File: src/rtl/nios_system_sysid_timeout.sv
// Stall counter: counts enabled cycles up to a loaded limit
// and flags expiry; clear restarts it for the next access.
module nios_system_sysid_timeout #(
  parameter int W = 16
) (
  input  logic         clk,
  input  logic         rst_n,
  input  logic         i_clear,
  input  logic         i_en,
  input  logic [W-1:0] i_limit,
  output logic         o_expired
);
  logic [W-1:0] r_cnt;

  assign o_expired = (r_cnt == i_limit);

  always_ff @(posedge clk or negedge rst_n) begin
    if (!rst_n) begin
      r_cnt <= '0;
    end else if (i_clear) begin
      r_cnt <= '0;
    end else if (i_en && !o_expired) begin
      r_cnt <= r_cnt + W'(1);
    end
  end
endmodule

File: config.mk
export PLATFORM = sky130hd
export DESIGN_NAME = nios_system_sysid_timeout
export DESIGN_NICKNAME = d
export VERILOG_FILES = /design/src/rtl/nios_system_sysid_timeout.sv
export SDC_FILE = /design/constraint.sdc
export NUM_CORES = 1
export LEC_CHECK = 0
export CAP_MARGIN = 10
export CORE_MARGIN = 1
export CORE_UTILIZATION = 54
export DETAILED_ROUTE_END_ITERATION = 10
export PLACE_DENSITY = 0.83
export SKIP_CTS_REPAIR_TIMING = 1
export SLEW_MARGIN = 10
export SYNTH_ARGS = -nofsm -noshare
export SYNTH_HDL_FRONTEND = slang
export SYNTH_SLANG_ARGS = --single-unit
File: constraint.sdc
create_clock -name clk -period 5.1 [get_ports clk]
set_input_delay 1.02 -clock clk [delete_from_list [all_inputs] [get_ports clk]]
set_output_delay 1.02 -clock clk [all_outputs]
set_load 0.005 [all_outputs]
After elaboration in Yosys (flattened, before gate mapping)
Index checks and enable logic that the tools add are counted.

Register bits: 16. Logic and storage cells: 8. Memories: 0. Bits of input ports: 20. Bits in writable memories: 0. Bits in latches: 0. Bits in read-only memories: 0. Output and inout port bits: 1.

Equality and inequality tests: 1. Div/mod/pow operators: 0. Shifts and indexed selects: 0. Multipliers: 0. Magnitude comparators: 0. Bitwise gates (word level): 0. Reduce and logical (&&, ||, !) cells: 3. Add/sub/neg operators: 1. Mux-type cells: 2.

Operators by type and width (count): 2-to-1 mux 16 bit (2); adder 16 x 1 -> 16 bit (second input constant) (1); == test 16 bit (1); nonzero test 2 bit (1); logical AND 1 bit (1); zero test 1 bit (1).

Logic depth before layout (Yosys ltp)
Word-level depth: 5. Mapped depth: 7. Mapped depth without buffers: 6.

Worst setup path after synthesis
No wires, ideal clock.

Path kind: input-to-output. From: input i_limit[5]. To: output o_expired. Stages on the path: 5. Slack: 2.106 ns. Data required time: 4.080 ns. Arrival time: 1.974 ns. Path through: xnor2_1 -> nand4_1 -> nor4_4 -> buf_6 -> buf_6.

Longest elaborated chain between the ends: 1.

Ends and longest elaborated chain: start, declared (line 10) `input logic [W-1:0] i_limit,`; == test 16 bit (line 15) `assign o_expired = (r_cnt == i_limit);`; end, declared (line 11) `output logic o_expired`.

Every way passes these cells.

Final worst setup path
Ends and elaborated chain as after synthesis.

==> flow_summary_export.csv <==
group,metric,value,unit
run_status,outcome,"finished, final reports clean",
timing,setup_viol,0,
setup_path,required,4.08,ns
cts,clkSinkCount,16,
setup_path,reg2reg_slack,3.02,ns
global_route,grt_first_pass_wirelength,3730,um
setup_path,cp_slowest_cell,"clkdlybuf4s50_1",
setup_path,path_common_cell,"clkdlybuf4s50_1",
setup_path,cp_cell_sequence,"clkdlybuf4s50_1 -> xnor2_1 -> nand4_1 -> nor4_4 -> buf_4 -> clkdlybuf4s50_1",
pwr,p_leak,0.497,nW
cts,numCtsBuffers,3,
cts,clkLatencyLatePin,0.29,ns
floorplanning,die_width,46.8,um
synth,synth_nets,138,
pwr,peakVddDrop,0.000154,V
setup_path,rr_startpoint,"r_cnt[3]",
setup_path,worstPathArrival,2.96,ns
synth,ys_warn_count,0,
layout,register_area,400,sq um
layout,finalNetCount,160,
detailed_routing,vias_per_cell,5.83,
timing,rsz0062_at_grt,"no",
setup_path,cp_max_fo,25,
layout,antenna_cells,0,
synth,netlist_top_cells_area,"dfrtp_1 (37%), xnor2_1 (13%), mux2_2 (8.3%)",
synth,ys_seq_area_frac,0.369,
worst_hold_path,hold_class,"register to register",
layout,multi_input_area,644,sq um
pwr,power_density,189,nW/um^2
cts,clkTransAtPathRegs,0.10,ns
synth,yosys.area_share.simple,0.283,
detailed_routing,totalWireLength,2410,um
layout,largest_register,"r_cnt",
setup_path,r2r_cells,6,
synth,ys_types,26,
setup_path,cp-start-kind,"input port",
worst_hold_path,whs_endpoint,"r_cnt[14]",
worst_hold_path,worst_hold_startpoint,"r_cnt[14]",
synth,yosysTopAreaCell,"dfrtp_1",
synth,synth_edf_count,0,
synth,ys_ff_latch,16,
timing,hold_viol,0,
global_route,grt-ovfl-total,0,
global_route,grt_max_degree,26,
floorplanning,initial_utilization,0.603,
synth,synth_top_area_share,0.369,
worst_hold_path,hold_depth,2,
layout,largest_reg_flops,16,
layout,fillers,145,
synth,async_reset_ff_frac,1.00,
placement,port_buffers,20,
timing,min_period,3.98,ns
global_route,antenna_found_initial,0,
cts,cts_max_path_buffers,2,
timing,slew_viol_final,0,
timing,setup_tns,0,ns
setup_path,timing.rr.end,"r_cnt[15]",
placement,dpl.hpwl,1700,um
detailed_routing,drtPass1Iterations,4,
cts,cts_max_level,1,
synth,synth_area,1090,sq um
synth,synth_area_per_cell,9.28,sq um
floorplanning,coreArea,1800,sq um
placement,place.gp.congestion,0.813,
synth,synthXorXnorAreaFrac,0.129,
global_route,grt_pass1_vias,861,
layout,utilization,0.739,
floorplanning,rows,15,
detailed_routing,drt_iter0_drc,38,
detailed_routing,antenna_left,0,
timing,max_clock_freq,0.251,GHz
synth,synth_flop_cell,"dfrtp_1",
synth,syn_inst,117,
layout,reg_top3,"r_cnt (16)",
timing,tightest_slew,0.815,ns
floorplanning,fp.dieH,46.8,um
floorplanning,fp.dieArea,2190,sq um
run,drv_cap,0,
timing,skew,0.00291,ns
detailed_routing,drc,0,
detailed_routing,vias,951,
synth,synth_compound_area_frac,0.0864,
timing,min_period_over_period,0.781,
setup_path,cp-end-kind,"output port",
timing,maxSlewHeadroom,0.455,
layout,syn2layout_area_growth,22.6,%
layout,drive_gt1_frac,0.109,
cts,cts_root_buffer,"clkbuf_4",
detailed_routing,wire_per_inst,14.8,um
synth,synth_top_family_by_area,"simple AND/OR/NAND/NOR gates",
global_route,track_usage,0.249,
cts,cts_tree,"yes",
setup_path,critPathKind,"input port to output port",
setup_path,cpPeakStageDelay,0.54,ns
synth,synthMuxAreaShare,0.0829,
floorplanning,ioPinCount,21,
synth,synthAdderAreaFrac,0.0115,
[cell families after synthesis]
| group | count (synthesis) |
|---|---|
| mux | 8 |
| fa+ha+maj | 1 |
| compound gates | 16 |
| flops | 16 |
| xor+xnor | 16 |
| simple gates | 53 |
| buf+inv | 7 |
[cells in the final DEF (no fill, tap or decap), drive strengths merged]
cell and count:
clkdlybuf4s50 20, xnor2 16, dfrtp 16, nor2 14, mux2 8, nand4 7
a21oi 7, nor2b 6, nand2 5, o21ai 5, nor4 5, or3 4
nand3 4, clkbuf 4, inv 3, nor4b 2, o31ai 2, or4 2
nand3b 1, nor3 1, and3b 1, and4b 1, o31a 1, o21ba 1
ha 1, buf 1
[stage by stage]
stage	power (mW)	instances	hold slack, ns	instance area (sq um)	setup slack [ns]
6_report	0.252	163	0.603	1330	1.12
5_1_grt	0.264	163	0.637	1330	1.02
4_1_cts	0.255	163	0.604	1330	1.13
3_5_place_dp	0.169	159	0.586	1290	1.14
3_3_place_gp	0.168	159	0.580	1290	1.17
2_1_floorplan	0.147	117	0.551	1090	2.11
[layer usage]
layer / vias to the layer above / routed length [um] / global-route usage
li1: 462 / - / -
met1: 449 / 1030 / 0.314
met2: 36 / 1230 / 0.408
met3: 4 / 120 / 0.0308
met4: 0 / 36 / 0.143
met5: - / 0 / 0
[worst max path at each step]
stage | startpoint | to | slack [ns]
2_1_floorplan | i_limit[5] | o_expired | 2.11
3_3_place_gp | i_limit[5] | o_expired | 1.17
3_5_place_dp | i_limit[5] | o_expired | 1.14
4_1_cts | i_limit[5] | o_expired | 1.13
5_1_grt | i_limit[5] | o_expired | 1.02
6_report | i_limit[5] | o_expired | 1.12
[synthesized netlist by cell type, drive strengths merged, types with 3 or more instances]
master  number
inv          3
or3          4
a21oi        7
dfrtp       16
nor4         5
o21ai        5
nor2b        6
xnor2       16
nand3        4
nand4        7
nand2        5
nor2        14
mux2         8
[final cells by class]
cell class	count	share of cell area
clock buffers	4	0.0273
inverters	3	0.00846
multi-input cells	94	0.484
flip-flops and latches	16	0.301
well taps	25	0.0235
repair buffers	21	0.156
[critical path, delay by kind of cell]
family                    cells  cell delay [ns]
and+or+nand+nor               2             0.51
buffers and inverters         3             1.29
xor gates and xnor gates      1             0.14
[where the power goes]
group / internal [mW] / switching, mW
Clock: 0.0435 / 0.0419
Combinational: 0.0214 / 0.0148
Sequential: 0.128 / 0.00213
Power figures use the tool's default switching activity.
